**src/rtl/glyph_row_renderer.sv**
```systemverilog
// glyph_row_renderer: takes one character code per handshake and walks the
// font ROM rows {char, row} for rows 0..ROWS-1. Each returned row is
// serialized MSB-first as a pixel stream.
//
// Handshakes: a transfer happens on a rising edge where valid and ready are
// both high. The producer holds valid and the payload stable until that edge.
// Ready may depend on state only. It never depends on the partner's valid.
//
// Debug: state_dbg exposes the FSM state (0=IDLE, 1=FETCH, 2=WAIT, 3=SHIFT).
module glyph_row_renderer #(
  parameter int CHAR_W = 8,
  parameter int ROW_W  = 4,
  parameter int ROWS   = 16,
  parameter int COLS   = 8
) (
  input  logic                    clk,
  input  logic                    rst,
  input  logic [CHAR_W-1:0]       char_in,
  input  logic                    char_valid,
  output logic                    char_ready,
  output logic [CHAR_W+ROW_W-1:0] rom_addr,
  input  logic [COLS-1:0]         rom_data,
  output logic                    pix_out,
  output logic                    pix_valid,
  input  logic                    pix_ready,
  output logic [ROW_W-1:0]        pix_row,
  output logic [2:0]              pix_col,
  output logic                    glyph_done,
  output logic [1:0]              state_dbg
);

  localparam int COL_W = 3;

  typedef enum logic [1:0] {
    S_IDLE  = 2'd0,
    S_FETCH = 2'd1,
    S_WAIT  = 2'd2,
    S_SHIFT = 2'd3
  } state_t;

  state_t              state;
  state_t              state_nxt;
  logic [CHAR_W-1:0]   char_reg;
  logic [ROW_W-1:0]    row_cnt;
  logic [COL_W-1:0]    col_cnt;
  logic [COLS-1:0]     shift_reg;
  logic                col_last;
  logic                row_last;

  // Terminal counts are compared explicitly so the counters never wrap.
  assign col_last = (col_cnt == COL_W'(COLS - 1));
  assign row_last = (row_cnt == ROW_W'(ROWS - 1));

  // The ROM address comes straight from registers, so it is stable in every state.
  assign rom_addr  = {char_reg, row_cnt};
  assign pix_out   = (state == S_SHIFT) & shift_reg[COLS-1];
  assign pix_row   = row_cnt;
  assign pix_col   = col_cnt;
  assign state_dbg = state;

  // State register.
  always_ff @(posedge clk) begin
    if (rst) state <= S_IDLE;
    else     state <= state_nxt;
  end

  // Next-state and handshake outputs.
  always_comb begin
    state_nxt  = state;
    char_ready = 1'b0;
    pix_valid  = 1'b0;
    case (state)
      S_IDLE: begin
        char_ready = 1'b1;
        if (char_valid) state_nxt = S_FETCH;
      end
      S_FETCH: state_nxt = S_WAIT;
      S_WAIT:  state_nxt = S_SHIFT;
      S_SHIFT: begin
        pix_valid = 1'b1;
        if (pix_ready && col_last) state_nxt = row_last ? S_IDLE : S_FETCH;
      end
      default: state_nxt = S_IDLE;
    endcase
  end

  // Datapath: character latch, row/column counters, pixel shifter, done pulse.
  always_ff @(posedge clk) begin
    if (rst) begin
      char_reg   <= '0;
      row_cnt    <= '0;
      col_cnt    <= '0;
      shift_reg  <= '0;
      glyph_done <= 1'b0;
    end else begin
      glyph_done <= 1'b0;
      case (state)
        S_IDLE: begin
          if (char_valid) begin
            char_reg <= char_in;
            row_cnt  <= '0;
          end
        end
        S_WAIT: begin
          shift_reg <= rom_data;
          col_cnt   <= '0;
        end
        S_SHIFT: begin
          if (pix_ready) begin
            shift_reg <= {shift_reg[COLS-2:0], 1'b0};
            if (!col_last) begin
              col_cnt <= col_cnt + COL_W'(1);
            end else if (!row_last) begin
              row_cnt <= row_cnt + ROW_W'(1);
            end else begin
              glyph_done <= 1'b1;
            end
          end
        end
        default: ;
      endcase
    end
  end

endmodule

```
**config.mk**
```make
export PLATFORM = sky130hd
export DESIGN_NAME = glyph_row_renderer
export DESIGN_NICKNAME = d
export VERILOG_FILES = /design/src/rtl/glyph_row_renderer.sv
export SDC_FILE = /design/constraint.sdc
export NUM_CORES = 1
export LEC_CHECK = 0
export ABC_AREA = 1
export CORE_MARGIN = 3
export CORE_UTILIZATION = 35
export CTS_CLUSTER_SIZE = 40
export DETAILED_ROUTE_END_ITERATION = 8
export PLACE_DENSITY = 0.65
export SLEW_MARGIN = 10
export SYNTH_ARGS = -nofsm -noshare
export SYNTH_HDL_FRONTEND = slang
export SYNTH_SLANG_ARGS = --single-unit
```
**constraint.sdc**
```tcl
create_clock -name clk -period 1.7 [get_ports clk]
set_input_delay 0.255 -clock clk [delete_from_list [all_inputs] [get_ports clk]]
set_output_delay 0.255 -clock clk [all_outputs]
set_load 0.05 [all_outputs]
```
# == Word level (Yosys, flattened, before mapping) ==
# Cells that the tools add are included.
# word_totals
register_bits,26
latchBits,0
mem_bits_rw,0
romBits,0
input_bits,20
out_inout_bits,25
word_cells,50
memories,0
# classes
addsub,2
n_mul,0
n_div,0
magnitude_cmp,0
n_eq_ne,11
n_shift,0
n_mux,17
n_bitwise,4
reduce_logical,10
# ops
operator,n
$mux W4,4
$pmux W8 S2,1
$ne A2 B2 Y1 const B,5
$mux W8,1
$pmux W2 S4,1
$pmux W4 S2,1
$mux W3,2
$pmux W3 S2,1
$reduce_and A2 Y1,3
$reduce_and A5 Y1,1
$add A4 B1 Y4 const B,1
$eq A2 B2 Y1 const B,2
$eq A4 B4 Y1 const B,1
$mux W1,4
$mux W2,2
$reduce_bool A2 Y1,2
$reduce_or A4 Y1,1
$add A3 B1 Y3 const B,1
$eq A3 B3 Y1 const B,1
$not A1 Y1,3
$reduce_and A3 Y1,1
$eq A2 B1 Y1 const B,1
$logic_not A2 Y1,1
$ne A2 B1 Y1 const B,1
2 further kinds,2

# == Logic depth before layout (Yosys ltp) ==
# depth
word_depth,5
depth_mapped,11
depth_no_buf,11

# == Worst setup path before layout ==
# Ideal clock, no wire load.
# synth_timing
kind,register to output
start,"reg state[0], in the netlist state_dbg[0]"
end,out pix_out
t_arrival_ns,1.910
t_required_ns,1.445
slack_ns,-0.465
path_stages_with_launch,5
n_path_buf,1
cell_sequence,dfxtp_1 ha_1 buf_6 nand2_1 inv_1
# synth_via
elab_chain_len,2
# synth_rtl
element,line,rtl
from (decl),41,state_t state;
from (signal assigned),64,else state <= state_nxt;
$eq A2 B2 Y1,56,assign pix_out = (state == S_SHIFT) & shift_reg[COLS-1];
$and A1 B1 Y1,56,
to (decl),23,"output logic pix_out,"
# No other way between the ends.

# == Final worst setup path ==
# layout_timing
start,"reg col_cnt[0], in the netlist pix_col[0]"
end,"reg row_cnt[2], in the netlist pix_row[2]"
# layout_via
elab_chain_len,3
# layout_rtl
element,line,rtl
from (decl),45,logic [COL_W-1:0] col_cnt;
from (signal assigned),112,col_cnt <= col_cnt + COL_W'(1);
$eq A3 B3 Y1,51,assign col_last = (col_cnt == COL_W'(COLS - 1));
$ne A2 B2 Y1 (no source line),-,
$reduce_and A5 Y1 (no source line),-,
to (signal assigned),114,row_cnt <= row_cnt + ROW_W'(1);
to (decl),44,logic [ROW_W-1:0] row_cnt;
# No other way between the ends.
# A chain may end at the register's enable or synchronous reset.

==> flow_summary.toml <==
[outcome]
outcome = "completed"

[run]
timing.max_cap.violations = 0

[setup_path]
cp-start-kind = "flop"
worstSetupPathType = "reg -> reg"
cpPeakStageDelay_ps = 370
worst_setup_path_end_kind = "flop"
rr_startpoint = "pix_col[0]"
r2r_cells = 11
crit_end = "pix_row[2]"
reg2reg_to = "pix_row[2]"
reg2reg_slack_ps = 210
critPathTopFamily = "simple AND/OR/NAND/NOR gates"
cp_max_fo = 7
critPathBufInv = 2
crit_path_start = "pix_col[0]"
crit_chain = "ha_1, ha_1, nand2_1, nand2_1, nand2_1, inv_1, nand2_2, nand2_4, nand2_1, nand2_1, inv_1"
worst-path-stages = 11
arrival_ps = 1670
crit_path_top_delay_cell = "dfxtp_2"
crit_required_ps = 1870
crit_top_cell = "nand2_1"

[clock_network]
cts_max_level = 1
clock_latency_ps = 260
postCtsHoldBufs = 0
cts.sinks = 26
root_buffer = "clkbuf_8"
postCtsResizedCells = 0
tritoncts = "yes"
clockBufferDepth = 2
numCtsBuffers = 3
post-cts-setup-buffers = 0
path_clk_slew_ps = 80

[sta]
rsz0062_at_grt = "false"
report.final.slew_viol_count = 0
setup_tns_ps = 0
hold_violations = 0
setup-violations-final = 0
period_needed_ps = 1490
max_freq_mhz = 670
fin_crit_sh = 0.878
finalClockSkew_ps = 2.97
slew-limit-headroom = 0.835
tightest_slew_ps = 247

[finish]
layout_commonest_cell = "nand2_1"
final_cell_mix = "33 x nand2_1, 25 x buf_4, 22 x dfxtp_1"
drive_gt1_frac = 0.263
final_nets = 233
instances_no_fill = 251
num_antenna_cells = 0
area_growth_pct = 38.6

[placement]
hpwl_mm = 2.23
io_buffer_count = 44
placed_cells = 247
gp_congestion = 0.796

[die]
dieArea_um2 = 4430
start_util = 0.373
boundaryPins = 45
row_count = 21
core_area_um2 = 3440
die_w_um = 66.5
die_height_um = 66.5

[drt]
postRouteAntennaNets = 0
drt-initial-drc-count = 49
firstDrtPassIters = 4
drcViolationCount = 0
wl_mm = 2.86
vias_per_cell = 4.70
vias = 1180
wl_per_cell_um = 11.4

[synth]
yosys_warnings = 0
yosysUniqueCellTypes = 25
syn_inst = 162
syn_area_per_cell_um2 = 7.92
yosys_register_bits = 26
syn_nets = 189
ys_seq_area_frac = 0.406
synth_area_um2 = 1280

[worst_hold_path]
hold_class = "reg -> reg"

[power]
pwr_density_cell_nw_per_um2 = 1720
leakagePower_uw = 0.000809
worst_ir_drop_vdd_mv = 0.917

[global_route]
grt.overflow.total = 0
grt_start_max_net_pins = 20
grt_pass1_wl_mm = 4.87
antenna_found_initial = 0
grt_pass1_vias = 1140
grt_use_total = 0.141
[per-layer routing]
metal | share of wire | wire, um | track usage | vias up
met5 | 0 | 0 | 0 | -
met4 | 0.012 | 35 | 0.0635 | 0
met3 | 0.067 | 191 | 0.0320 | 4
met2 | 0.47 | 1340 | 0.240 | 37
met1 | 0.45 | 1290 | 0.168 | 521
li1 | - | - | - | 618
[through the flow]
step                utilization  setup WS [ps]  hold WS, ps  total power, uW  cell area [um^2]
floorplan                     -           49.0          317             2260              1300
finish                    0.517            208          475             3070              1780
global route              0.517           32.4          495             3290              1780
CTS                       0.517            190          475             3100              1780
global placement          0.501            165          456             2650              1720
detailed placement        0.501            118          461             2700              1720
[Yosys cell counts]
cell | number | share of area
nand2_1 | 33 | 0.097
dfxtp_1 | 26 | 0.41
nor2_1 | 20 | 0.059
o21ai_0 | 13 | 0.051
a21oi_1 | 9 | 0.035
inv_1 | 9 | 0.026
a31oi_1 | 7 | 0.034
ha_1 | 7 | 0.068
nand3_1 | 5 | 0.020
buf_4 | 4 | 0.023
buf_6 | 4 | 0.035
nand2_4 | 4 | 0.035
o21ai_1 | 4 | 0.016
nand2_2 | 3 | 0.015
inv_2 | 2 | 0.0059
nor2_2 | 2 | 0.0098
nor3_1 | 2 | 0.0078
a21oi_2 | 1 | 0.0068
inv_4 | 1 | 0.0049
nand3_2 | 1 | 0.0078
nand4_1 | 1 | 0.0049
nor2_8 | 1 | 0.016
nor4_1 | 1 | 0.0049
o21ai_2 | 1 | 0.0068
o21bai_1 | 1 | 0.0059
[power by group]
| part | total (uW) | internal [uW] | switching, uW |
|---|---|---|---|
| logic | 1730 | 587 | 1140 |
| registers | 951 | 799 | 152 |
| clock network | 385 | 207 | 178 |
| total | 3070 | 1590 | 1470 |
[worst min-delay path, stage by stage, from the launching register on]
cell	delay, ps
dfxtp_1	320
nand2_1	50
a31oi_1	70
[cell families after synthesis]
kind of cell,count (synthesis),synth area share
AO/OA/AOI/OAI,36,0.155
adder cells (fa/ha/maj),7,0.0683
buffers and inverters,20,0.0956
flip-flops,26,0.406
AND/OR/NAND/NOR,73,0.275
[final cells by class]
| type | count | area, um^2 |
|---|---|---|
| sequential | 26 | 526 |
| inverter | 12 | 47.5 |
| fill | 324 | 1660 |
| tap | 46 | 57.6 |
| timing repair buffer | 47 | 438 |
| multi-input combinational | 116 | 654 |
| clock buffer | 4 | 55.1 |
[worst min path at each step]
stage	cells after the start	slack, ps	endpoint	startpoint
6_report	2	470	shift_reg[5]	shift_reg[4]
5_1_grt	2	500	shift_reg[5]	shift_reg[4]
2_1_floorplan	1	320	state_dbg[0]	rst
4_1_cts	2	480	shift_reg[5]	shift_reg[4]
3_5_place_dp	2	460	shift_reg[5]	shift_reg[4]
3_3_place_gp	2	460	shift_reg[5]	shift_reg[4]
Note: power is estimated with default switching activity, not from simulation.
==> RTL edit: new RTL, same settings <==
Set the parameter `ROW_W` to 6 (it was 4).
--- a/src/rtl/glyph_row_renderer.sv
+++ b/src/rtl/glyph_row_renderer.sv
@@ -10,5 +10,5 @@
 module glyph_row_renderer #(
   parameter int CHAR_W = 8,
-  parameter int ROW_W  = 4,
+  parameter int ROW_W  = 6,
   parameter int ROWS   = 16,
   parameter int COLS   = 8
Interface: changed (resized pix_row and rom_addr); port bits go from 45 to 49. No check against the original RTL was run, so the function may have changed too.
==> RTL edit against the unedited design <==
Wire length is 8.6% higher; count of clock-buffer cells in the layout decreased by 1; first-iteration DRC count increased by 51%; power grew 11%; critical path depth down 6; design area rose by 11%; sequential cell count up 2; worst setup slack lost 0.13 ns; area after synthesis grew 11%; critical path type is now flop to output pin.
==> RTL edit: results (changes against the unedited design) <==
================================================================================
Status                                                                 completed
Routability congestion estimate from global placement                      0.793   -0.44%
Global routing met3 resource utilization                                   3.45%   +0.25 points
Layout Nets                                                                  267   +15%
Max rail drop VDD                                                        1.26 mV   +38%
Routed WL                                                           3110 microns   +8.6%
Port Buffers                                                                  48   +9.1%
Reg2Reg Capture Point                                                 pix_row[3]
Total die area                                                        4890 sq um   +10%
Non-clk bufs                                                                  52   +11%
Synthesized netlist cell count                                               195   +20%
Launch point of the critical path                                   state_dbg[0]
Ratio of cells with drive above 1 in the final layout                      24.3%   -2.1 points
Data arrival time at the worst-slack endpoint                            1.37 ns   -0.30 ns
Slack of the critical path                                             0.0734 ns   -0.134 ns
Vias per inst                                                               4.62   -1.8%
Overall fraction of global-route tracks in use                             13.5%   -0.62 points
Worst clock skew                                                      0.00113 ns   -0.00184 ns
Pin count of the biggest net entering global routing                          21   +5.0%
Clock distribution area overhead in the final layout                       3.61%   +0.52 points
Crit path max fanout                                                           8   +1
Crit path to                                                             pix_out
Largest cells by area after synthesis                               sky130_fd_sc_hd__dfxtp_1, sky130_fd_sc_hd__nand2_1, sky130_fd_sc_hd__nor2_1, sky130_fd_sc_hd__ha_1, sky130_fd_sc_hd__o21ai_0
Register-to-register path setup slack                                    0.25 ns   +0.04 ns
Detailed route wirelength on metal2                                 1430 microns   +6.7%
Cell Area, Placed                                                     1900 sq um   +10%
Area of combinational cells with multiple inputs                       716 sq um   +9.4%
M1 GR Usage                                                                17.5%   +0.64 points
Multi-input gate count                                                       134   +16%
Clkbuf count                                                                   3   -1
Cell type group with the largest total delay on the critical path   buffers and inverters
Number of placed cells counting well taps                                    283   +15%
================================================================================
==> RTL edit: cell types whose count changed after synthesis, moves of 3 or more <==
cell / unedited run / this run
sky130_fd_sc_hd__inv_1: 9 / 18
sky130_fd_sc_hd__nand2_4: 4 / 1
sky130_fd_sc_hd__nand4_1: 1 / 5
sky130_fd_sc_hd__buf_2: 0 / 3
sky130_fd_sc_hd__nor2_1: 20 / 24
sky130_fd_sc_hd__nand2_1: 33 / 50
sky130_fd_sc_hd__a21oi_1: 9 / 4
==> RTL edit: worst min path at each step <==
| stage | from | endpoint | slack (ns) | depth (start not counted) |
|---|---|---|---|---|
| finish | shift_reg[2] | shift_reg[3] | 0.48 | 2 |
| global route | shift_reg[2] | shift_reg[3] | 0.51 | 2 |
| CTS | shift_reg[2] | shift_reg[3] | 0.47 | 2 |
| detailed placement | shift_reg[2] | shift_reg[3] | 0.46 | 2 |
| global placement | shift_reg[2] | shift_reg[3] | 0.46 | 2 |
| floorplan | rst | state_dbg[0] | 0.32 | 1 |
==> RTL edit: cells by family (layout without fill, tap and decap cells) <==
kind of cell | after synthesis | count (layout) | synth area share, %
buf+inv | 33 | 77 | 11.7
compound gates | 33 | 33 | 13.1
fa+ha+maj | 7 | 7 | 6.13
simple gates | 94 | 94 | 29.8
flops | 28 | 28 | 39.2
==> RTL edit: power groups by stage <==
| stage | Sequential (mW) | Clock, mW | Combinational, mW |
|---|---|---|---|
| final | 1.02 | 0.520 | 1.86 |
| after global routing | 1.06 | 0.557 | 2.03 |
| after CTS | 1.03 | 0.540 | 1.87 |
| after detailed placement | 1.04 | 0 | 1.86 |
| after global placement | 1.04 | 0 | 1.85 |
| after floorplan | 1.45 | 0 | 0.980 |
